[config.mk]
export PLATFORM = sky130hd
export DESIGN_NAME = comp_bist
export DESIGN_NICKNAME = d
export VERILOG_FILES = /design/src/rtl/comp_bist_pkg.sv /design/src/rtl/comp_ref.sv /design/src/rtl/comp_bist.sv
export SDC_FILE = /design/constraint.sdc
export NUM_CORES = 1
export LEC_CHECK = 0
export ABC_AREA = 1
export CAP_MARGIN = 20
export CORE_AREA = 4 4 58 60
export DETAILED_ROUTE_END_ITERATION = 8
export DIE_AREA = 0 0 62 64
export PLACE_DENSITY_LB_ADDON = 0.12
export SETUP_SLACK_MARGIN = 0.2
export SLEW_MARGIN = 20
export SYNTH_ARGS = -nofsm -noshare
export SYNTH_HDL_FRONTEND = slang
export SYNTH_SLANG_ARGS = --single-unit
[constraint.sdc]
create_clock -name clk -period 4.3 [get_ports clk]
set_clock_uncertainty 0.05 [all_clocks]
set_input_delay 0.645 -clock clk [delete_from_list [all_inputs] [get_ports clk]]
set_output_delay 0.645 -clock clk [all_outputs]
set_load 0.01 [all_outputs]
[src/rtl/comp_bist_pkg.sv]
// Shared types and golden truth table for the comp_bist self-test engine.
package comp_bist_pkg;

  typedef enum logic [2:0] {
    IDLE   = 3'd0,
    DRIVE  = 3'd1,
    WAIT   = 3'd2,
    SAMPLE = 3'd3,
    DONE   = 3'd4
  } state_e;

  localparam int unsigned NUM_VEC = 4;

  // Index is {a,b}; result is {gt,eq,lt}.
  function automatic logic [2:0] exp_out(input logic [1:0] idx);
    logic [2:0] r;
    case (idx)
      2'b00:   r = 3'b010;
      2'b01:   r = 3'b001;
      2'b10:   r = 3'b100;
      default: r = 3'b010;
    endcase
    return r;
  endfunction

endpackage

[src/rtl/comp_ref.sv]
// Combinational golden 1-bit magnitude comparator used as the BIST reference.
module comp_ref
  import comp_bist_pkg::*;
(
  input  logic a_i,
  input  logic b_i,
  output logic gt_o,
  output logic eq_o,
  output logic lt_o
);

  assign {gt_o, eq_o, lt_o} = exp_out({a_i, b_i});

endmodule

[src/rtl/comp_bist.sv]
// Stimulus/check engine for the 1-bit comparator: sweeps all vectors, counts mismatches.
// Optional first-failure capture ports enabled by defining COMP_BIST_LOG_EN.
module comp_bist
  import comp_bist_pkg::*;
#(
  parameter int unsigned SETTLE = 1,
  parameter int unsigned PASSES = 1,
  parameter int unsigned ERR_W  = 8
) (
  input  logic             clk,
  input  logic             rst,
  input  logic             start,
  output logic             busy,
  output logic             done,
  output logic             pass,
  output logic [ERR_W-1:0] err_cnt,
  output logic [1:0]       vec_idx,
  output logic             dut_a,
  output logic             dut_b,
  input  logic             dut_y1,
  input  logic             dut_y2,
  input  logic             dut_y3
`ifdef COMP_BIST_LOG_EN
  ,
  output logic             fail_valid,
  output logic [4:0]       fail_vec
`endif
);

  localparam int unsigned SW = (SETTLE > 0) ? $clog2(SETTLE + 1) : 1;
  localparam int unsigned PW = (PASSES > 1) ? $clog2(PASSES) : 1;

  state_e           state_q, state_d;
  logic [SW-1:0]    settle_q, settle_d;
  logic [PW-1:0]    pcnt_q, pcnt_d;
  logic [1:0]       vec_q, vec_d;
  logic [1:0]       ab_q, ab_d;
  logic [ERR_W-1:0] err_q, err_d, err_sat;
  logic             pass_q, pass_d;
  logic             g_gt, g_eq, g_lt;
  logic             mismatch;
  logic             start_acc;

  comp_ref u_ref (
    .a_i  (vec_q[1]),
    .b_i  (vec_q[0]),
    .gt_o (g_gt),
    .eq_o (g_eq),
    .lt_o (g_lt)
  );

  // Golden is always one-hot, so any non-one-hot response compares unequal.
  assign mismatch  = {dut_y1, dut_y2, dut_y3} != {g_gt, g_eq, g_lt};
  assign err_sat   = (err_q == '1) ? err_q : err_q + ERR_W'(1);
  assign start_acc = (state_q == IDLE) && start;

  always_comb begin
    state_d  = state_q;
    settle_d = settle_q;
    pcnt_d   = pcnt_q;
    vec_d    = vec_q;
    ab_d     = ab_q;
    err_d    = err_q;
    pass_d   = pass_q;
    case (state_q)
      IDLE: begin
        if (start) begin
          err_d   = '0;
          pass_d  = 1'b0;
          vec_d   = '0;
          pcnt_d  = '0;
          state_d = DRIVE;
        end
      end
      DRIVE: begin
        ab_d     = vec_q;
        settle_d = SW'(SETTLE);
        state_d  = (SETTLE == 0) ? SAMPLE : WAIT;
      end
      WAIT: begin
        settle_d = settle_q - SW'(1);
        if (settle_q <= SW'(1)) state_d = SAMPLE;
      end
      SAMPLE: begin
        if (mismatch) err_d = err_sat;
        vec_d   = vec_q + 2'd1;
        state_d = DRIVE;
        if (vec_q == 2'(NUM_VEC - 1)) begin
          pcnt_d = pcnt_q + PW'(1);
          if (pcnt_q == PW'(PASSES - 1)) begin
            state_d = DONE;
            pass_d  = (err_d == '0);
          end
        end
      end
      DONE: state_d = IDLE;
      default: state_d = IDLE;
    endcase
  end

  always_ff @(posedge clk) begin
    if (rst) begin
      state_q  <= IDLE;
      settle_q <= '0;
      pcnt_q   <= '0;
      vec_q    <= '0;
      ab_q     <= '0;
      err_q    <= '0;
      pass_q   <= 1'b0;
    end else begin
      state_q  <= state_d;
      settle_q <= settle_d;
      pcnt_q   <= pcnt_d;
      vec_q    <= vec_d;
      ab_q     <= ab_d;
      err_q    <= err_d;
      pass_q   <= pass_d;
    end
  end

  assign busy    = (state_q == DRIVE) || (state_q == WAIT) || (state_q == SAMPLE);
  assign done    = (state_q == DONE);
  assign pass    = pass_q;
  assign err_cnt = err_q;
  assign vec_idx = vec_q;
  assign dut_a   = ab_q[1];
  assign dut_b   = ab_q[0];

`ifdef COMP_BIST_LOG_EN
  logic       fv_q;
  logic [4:0] fvec_q;

  always_ff @(posedge clk) begin
    if (rst || start_acc) begin
      fv_q   <= 1'b0;
      fvec_q <= '0;
    end else if ((state_q == SAMPLE) && mismatch && !fv_q) begin
      fv_q   <= 1'b1;
      fvec_q <= {ab_q, dut_y1, dut_y2, dut_y3};
    end
  end

  assign fail_valid = fv_q;
  assign fail_vec   = fvec_q;
`else
  logic unused_start_acc;
  assign unused_start_acc = start_acc;
`endif

endmodule
==> run_results.csv, run 1 <==
group,metric,value,unit
sta,slew_viol_final,0,
flow_run,max_cap_viol_count,0,
yosys,synth.area.top_cells,"sky130_fd_sc_hd__dfxtp_1 29%, sky130_fd_sc_hd__nand2_1 16%, sky130_fd_sc_hd__inv_1 8.1%",
floorplanning,die_w,62,um
power_and_ir_drop,seq_power_share,0.543,
detailed_routing,drt_iter0_drc,71,
clock_network,cts.clk_slew.worst_paths,110,ps
run_status,run_status,"finished, final reports clean",
setup_path,start_kind,"flop",
sta,clock.fmax,0.462,GHz
clock_network,cts-root-to-sink-buffers,2,
cells_and_area,post_route_cells_drive_above_1_share,0.116,
sta,timing.final.hold_violations,0,
clock_network,clk-insertion-delay-late,300,ps
clock_network,cts_hold_fix_bufs,0,
cells_and_area,antenna_cells_inserted,0,
setup_path,biggest_cell_delay_along_the_critical_path,540,ps
detailed_routing,vias_per_cell,4.91,
detailed_routing,drt-wirelength-per-cell,11.0,um
power_and_ir_drop,p_int,214,uW
floorplanning,initial_core_util,0.397,
place,placement.io_buffers,20,
detailed_routing,num_vias,1134,
yosys,yosys_register_bits,17,
detailed_routing,drt-total-wl,2550,um
setup_path,critical_path_peak_fanout,4,
power_and_ir_drop,clockPowerShare,0.301,
power_and_ir_drop,switchingPower,86.4,uW
yosys,synth.distinct_cells,26,
detailed_routing,drt_pre_antenna_iters,4,
power_and_ir_drop,worst_ir_drop_vdd,0.199,mV
cells_and_area,layout_commonest_cell,"sky130_fd_sc_hd__nand2_1",
grt,initial_antenna_violation_count,0,
setup_path,crit_chain,"nor2_1 -> inv_1 -> nor2_1 -> clkdlybuf4s50_1",
sta,setup_repair_after_global_routing_missed_its_margin,"false",
power_and_ir_drop,power.switching_fraction,0.288,
setup_path,crit_top_cell,"sky130_fd_sc_hd__nor2_1",
setup_path,timing.critical_path.max_delay_family,"buffers and inverters",
floorplanning,die_h,64,um
grt,grt_pass1_vias,1112,
place,gp_congestion,0.784,
hold_path,hp-class,"flop to flop",
clock_network,cts_root_buf,"sky130_fd_sc_hd__clkbuf_4",
yosys,fraction_of_the_mapped_netlist_area_in_compound_gates,0.122,
sta,tightest_slew,815,ps
yosys,synthesis.area,0.00116,mm2
setup_path,worst_setup_path_end_kind,"primary output",
floorplanning,area_enclosed_by_the_die_boundary,0.00397,mm2
cells_and_area,multiInputGateArea,683,um2
power_and_ir_drop,powerDensity,216,mW/mm2
setup_path,cpMaxStageDelayCell,"sky130_fd_sc_hd__clkdlybuf4s50_1",
yosys,yosys_warnings,0,
floorplanning,core_area,0.00293,mm2
power_and_ir_drop,comb_power_share,0.157,
setup_path,timing.critical_path.arrival,1470,ps
setup_path,cp.buffers_inverters,2,
clock_network,htree_levels,1,
yosys,synth_largest_area_cell,"sky130_fd_sc_hd__dfxtp_1",
clock_network,cts.repair_timing.setup_buffer_count,0,
clock_network,numCtsBuffers,3,
detailed_routing,drt_drc_violations_left,0,
cells_and_area,num-nets-final,209,
setup_path,crit_required,3610,ps
detailed_routing,detail-route-antenna-nets,0,
floorplanning,std_cell_rows,20,
floorplanning,num_io_pins,21,
grt,grt_max_degree,16,
yosys,synthMuxAreaShare,0,
sta,finalSetupViolCount,0,
cells_and_area,final-seq-area,340,um2
clock_network,clk_sinks,17,
grt,global_route_wire_length_before_repair,4650,um
sta,slew_headroom,0.455,
yosys,largest_family_of_logic_cells_by_synthesized_area,"simple AND/OR/NAND/NOR gates",
yosys,synthAdderAreaFrac,0.0430,
yosys,synthSimpleGateAreaFrac,0.401,
cells_and_area,area_growth,19.7,%
cells_and_area,nFillCells,315,
power_and_ir_drop,leakage,0.000545,uW
yosys,synth.top_cell.area_share,0.292,
place,place.detailed.hpwl,2030,um
setup_path,setup.worst_path.class,"flop to primary output",
sta,final_period_minus_worst_setup_slack,2170,ps
grt,grt_remaining_overflow,0,
grt,track_usage,0.148,
yosys,post_synth.cell_area_avg,6.46,um2
place,cell_area_reported_after_detailed_placement,0.00136,mm2
sta,setup-tns-final,0,ps
clock_network,tritoncts,"yes",
yosys,synth-xor-area-share,0.0215,
yosys,synth_nets,190,
yosys,syn-instance-count,180,
clock_network,cts_resized,0,
cells_and_area,finalInstanceArea,0.00139,mm2
yosys,seq_area_frac_synth,0.292,
cells_and_area,layout_common_cells,"49 x sky130_fd_sc_hd__nand2_1, 25 x sky130_fd_sc_hd__inv_1, 20 x sky130_fd_sc_hd__clkdlybuf4s50_1, 17 x sky130_fd_sc_hd__dfxtp_1, 15 x sky130_fd_sc_hd__nor2_1",
sta,final_min_period_over_clock_period,0.504,
[synthesized netlist by cell type]
library cell                instances
sky130_fd_sc_hd__inv_1             25
sky130_fd_sc_hd__dfxtp_1           17
sky130_fd_sc_hd__buf_4              3
sky130_fd_sc_hd__xnor2_2            1
sky130_fd_sc_hd__nand2_1           49
sky130_fd_sc_hd__nand4_1            6
sky130_fd_sc_hd__xnor2_1            1
sky130_fd_sc_hd__nand3_2            2
sky130_fd_sc_hd__nor2_1            15
sky130_fd_sc_hd__nor2_4             1
sky130_fd_sc_hd__nor2_2             4
sky130_fd_sc_hd__a21oi_2            3
sky130_fd_sc_hd__inv_2              1
sky130_fd_sc_hd__nand3b_1           2
sky130_fd_sc_hd__nor3_2             1
sky130_fd_sc_hd__o21ai_0            6
sky130_fd_sc_hd__clkbuf_1           1
sky130_fd_sc_hd__o22ai_1            1
sky130_fd_sc_hd__a2bb2oi_1          1
sky130_fd_sc_hd__o21ai_1            1
sky130_fd_sc_hd__ha_1               4
sky130_fd_sc_hd__buf_6              1
sky130_fd_sc_hd__buf_2              1
sky130_fd_sc_hd__a21oi_1           13
sky130_fd_sc_hd__nand3_1           14
sky130_fd_sc_hd__nand2_2            6
[through the flow]
stage | total power, uW | util | hold WS (ps) | setup WS, ps | std cells
2_1_floorplan | 198 | - | 394 | 2460 | 180
5_1_grt | 317 | 0.476 | 480 | 1910 | 231
3_3_place_gp | 213 | 0.465 | 398 | 1980 | 227
3_5_place_dp | 214 | 0.465 | 411 | 1930 | 227
6_report | 300 | 0.476 | 431 | 2130 | 231
4_1_cts | 305 | 0.476 | 434 | 2100 | 231
[flip-flops by register name, summed over array words and instances, names as in the netlist]
name     cells
pass         1
vec_idx      2
pcnt_q       1
ab_q         2
state_q      3
err_cnt      8
[routing by layer]
layer	vias to the layer above	track usage	wire (um)
met4	0	0.0504	15
met1	502	0.192	1190
met2	19	0.240	1260
met3	2	0.0263	80
met5	-	0	0
li1	611	-	-
[cell type report]
type                            instances  area share
Sequential cell                        17       0.244
Clock buffer                            3      0.0162
Clock inverter                          1     0.00539
Timing Repair Buffer                   20       0.144
Tap cell                               33      0.0296
Inverter                               26      0.0701
Multi-Input combinational cell        131       0.491
[kinds of logic (layout without fill, tap and decap cells)]
kind of cell             Yosys count  after routing
AO/OA/AOI/OAI                     25             25
XOR/XNOR                           2              2
adder cells (fa/ha/maj)            4              4
buffers and inverters             32             50
flip-flops                        17             17
AND/OR/NAND/NOR                  100            100
[path summary, 6_finish.rpt]
| path | from | to | slack (ps) | cells after the start |
|---|---|---|---|---|
| max reg2reg | vec_idx[0]$_SDFFE_PP0P_ | pass$_SDFFE_PP0P_ | 2160 | 10 |
| max | state_q[1]$_SDFFE_PP0N_ | done | 2130 | 4 |
| min reg2reg | ab_q[0]$_SDFFE_PP0P_ | ab_q[0]$_SDFFE_PP0P_ | 430 | 2 |
| min | ab_q[0]$_SDFFE_PP0P_ | ab_q[0]$_SDFFE_PP0P_ | 430 | 2 |
[worst register-to-register path, delay by kind of cell, from the launching register on]
| kind | cells | cell delay [ps] |
|---|---|---|
| AO/OA/AOI/OAI | 2 | 360 |
| XOR/XNOR | 1 | 220 |
| adder cells (fa/ha/maj) | 1 | 340 |
| buffers and inverters | 2 | 130 |
| flip-flops | 1 | 450 |
| AND/OR/NAND/NOR | 4 | 450 |
[power groups by stage]
stage                     combinational [uW]  sequential [uW]  clock (uW)
after floorplan                         32.1              166           0
after global placement                  46.8              166           0
after detailed placement                47.4              167           0
after CTS                               47.6              163        94.3
after global routing                    53.8              164        99.8
final                                   47.0              163        90.2
No activity file was read; power rests on OpenSTA's default activity.
==> inputs of run 2 (changes only) <==
- clock period: 4.3 -> 1.7 ns (I/O delays scaled with it)
==> run_results.csv, run 2 (synthesis results as in run 1) <==
group,metric,value,unit
run_status,run_status,"complete, but fails checks",
run_status,violated_checks,"negative setup slack",
detailed_routing,top_signal_layer_used,"met4",
cells_and_area,antenna_cells_inserted,0,
sta,clock.fmax,0.579,GHz
floorplanning,die_w,62,um
power_and_ir_drop,leakage,0.000798,uW
sta,final_period_minus_worst_setup_slack,1730,ps
sta,final_min_period_over_clock_period,1.02,
setup_path,timing.critical_path.arrival,1910,ps
setup_path,critical_path_peak_fanout,4,
sta,slew_headroom,0.806,
power_and_ir_drop,power.switching_fraction,0.287,
cells_and_area,nFillCells,302,
floorplanning,num_io_pins,21,
clock_network,cts.clk_slew.worst_paths,100,ps
sta,timing.final.hold_violations,0,
detailed_routing,wl_met3,74,um
cells_and_area,post_route_cells_drive_above_1_share,0.344,
floorplanning,core_area,0.00293,mm2
cells_and_area,layout_commonest_cell,"sky130_fd_sc_hd__nand2_1",
clock_network,clk_sinks,17,
power_and_ir_drop,worst_ir_drop_vdd,0.416,mV
detailed_routing,vias_per_cell,5.04,
sta,setup_repair_after_global_routing_missed_its_margin,"true",
clock_network,cts_hold_fix_bufs,0,
detailed_routing,drt-wirelength-per-cell,12.0,um
clock_network,htree_levels,1,
setup_path,worst_setup_path_end_kind,"flop",
sta,slew_viol_final,0,
setup_path,r2r_start,"vec_idx[0]$_SDFFE_PP0P_",
place,placement.io_buffers,20,
setup_path,crit_required,1880,ps
power_and_ir_drop,comb_power_share,0.208,
grt,initial_antenna_violation_count,0,
flow_run,max_cap_viol_count,0,
floorplanning,std_cell_rows,20,
cells_and_area,largest_register_ff_count,8,
place,gp_congestion,0.841,
power_and_ir_drop,switchingPower,226,uW
clock_network,cts-root-to-sink-buffers,2,
detailed_routing,met2_wire_len,1700,um
clock_network,tritoncts,"yes",
hold_path,hp-class,"flop to flop",
grt,grt_max_degree,13,
detailed_routing,detail-route-antenna-nets,0,
clock_network,numCtsBuffers,3,
setup_path,setup.worst_path.class,"flop to flop",
detailed_routing,drt_pre_antenna_iters,4,
detailed_routing,num_vias,1295,
place,place.detailed.hpwl,2290,um
cells_and_area,area_growth,46.6,%
floorplanning,initial_core_util,0.397,
detailed_routing,drt-total-wl,3080,um
sta,holdWs,422,ps
grt,global_route_wire_length_before_repair,5310,um
detailed_routing,drt_drc_violations_left,0,
power_and_ir_drop,p_int,563,uW
floorplanning,area_enclosed_by_the_die_boundary,0.00397,mm2
power_and_ir_drop,powerDensity,463,mW/mm2
cells_and_area,final_util,0.582,
power_and_ir_drop,clockPowerShare,0.275,
cells_and_area,layout_common_cells,"42 x sky130_fd_sc_hd__nand2_1, 23 x sky130_fd_sc_hd__inv_1, 21 x sky130_fd_sc_hd__buf_4, 14 x sky130_fd_sc_hd__nor2_1, 13 x sky130_fd_sc_hd__nand2_2",
floorplanning,die_h,64,um
sta,postLayoutSetupSlackWorst,-28.3,ps
sta,finalSetupViolCount,2,
detailed_routing,drt_iter0_drc,71,
hold_path,hp-start,"ab_q[0]$_SDFFE_PP0P_",
detailed_routing,met1Wirelength,1270,um
cells_and_area,num-nets-final,235,
power_and_ir_drop,seq_power_share,0.517,
grt,grt_remaining_overflow,0,
grt,track_usage,0.172,
sta,tightest_slew,290,ps
grt,grt_pass1_vias,1296,
setup_path,start_kind,"flop",
setup_path,crit_path_start,"vec_idx[0]$_SDFFE_PP0P_",
clock_network,cts_root_buf,"sky130_fd_sc_hd__clkbuf_4",
clock_network,clk-insertion-delay-late,290,ps
==> run 2: changes by cell type in the layout (fill, tap and decap cells not counted), sizes merged <==
cell	previous run	this run
dlygate4sd2	0	10
clkbuf	3	4
clkdlybuf4s50	20	6
buf	0	26
clkinvlp	1	0
clkinv	0	1
dlymetal6s2s	0	3
==> run 2: critical path, cell delays in order, from the launching register on <==
cell,delay [ps]
sky130_fd_sc_hd__dfxtp_4,380
sky130_fd_sc_hd__inv_4,40
sky130_fd_sc_hd__ha_4,250
sky130_fd_sc_hd__xnor2_4,170
sky130_fd_sc_hd__nand3_4,110
sky130_fd_sc_hd__buf_4,150
sky130_fd_sc_hd__nand2_1,70
sky130_fd_sc_hd__o21ai_2,60
sky130_fd_sc_hd__inv_1,60
sky130_fd_sc_hd__nand2_1,60
sky130_fd_sc_hd__nor2_2,100
sky130_fd_sc_hd__nand2_1,60
sky130_fd_sc_hd__a21oi_2,100
==> run 2: power by group through the flow <==
| stage | Sequential [uW] | Combinational [uW] | Clock, uW |
|---|---|---|---|
| 3_3_place_gp | 418 | 140 | 0 |
| 2_1_floorplan | 420 | 82.3 | 0 |
| 3_5_place_dp | 419 | 141 | 0 |
| 5_1_grt | 410 | 183 | 249 |
| 4_1_cts | 408 | 151 | 224 |
| 6_report | 408 | 165 | 217 |
==> run 2: path summary, 6_finish.rpt <==
| check | slack [ps] | cells past startpoint | endpoint |
|---|---|---|---|
| worst max-delay path | -30 | 12 | pass$_SDFFE_PP0P_ |
| worst max register to register | -30 | 12 | pass$_SDFFE_PP0P_ |
| worst min register to register | 420 | 2 | ab_q[0]$_SDFFE_PP0P_ |
| worst min-delay path | 420 | 2 | ab_q[0]$_SDFFE_PP0P_ |
==> run 2: layout make-up <==
type	instances	area (um2)	share of cell area
well taps	33	41.3	0.0242
flip-flops and latches	17	358	0.210
repair buffers	46	404	0.237
clock inverters	1	5.00	0.00293
multi-input cells	131	774	0.454
clock buffers	3	22.5	0.0132
inverters	26	100	0.0587
==> run 2: per-layer routing <==
layer	global-route usage	up-vias
li1	-	664
met1	0.203	608
met2	0.303	19
met3	0.0222	4
met4	0.0637	0
met5	0	-
==> run 2: through the flow <==
| step | worst slack [ps] | total power [uW] | setup TNS (ps) | instances | area [um2] |
|---|---|---|---|---|---|
| 2_1_floorplan | 36.1 | 502 | 0 | 180 | 1180 |
| 3_3_place_gp | -133 | 559 | -278 | 246 | 1520 |
| 3_5_place_dp | -187 | 560 | -458 | 246 | 1520 |
| 4_1_cts | -24.5 | 784 | -24.5 | 255 | 1640 |
| 5_1_grt | -134 | 842 | -327 | 257 | 1710 |
| 6_report | -28.3 | 790 | -41.0 | 257 | 1710 |
==> run 2: repair_timing <==
| action | 4_1_cts | 5_1_grt |
|---|---|---|
| setup buffers | 5 | 2 |
| pin swaps | 8 | 8 |
| gates resized for setup | 36 | 16 |
| setup endpoints to repair | 21 | 15 |
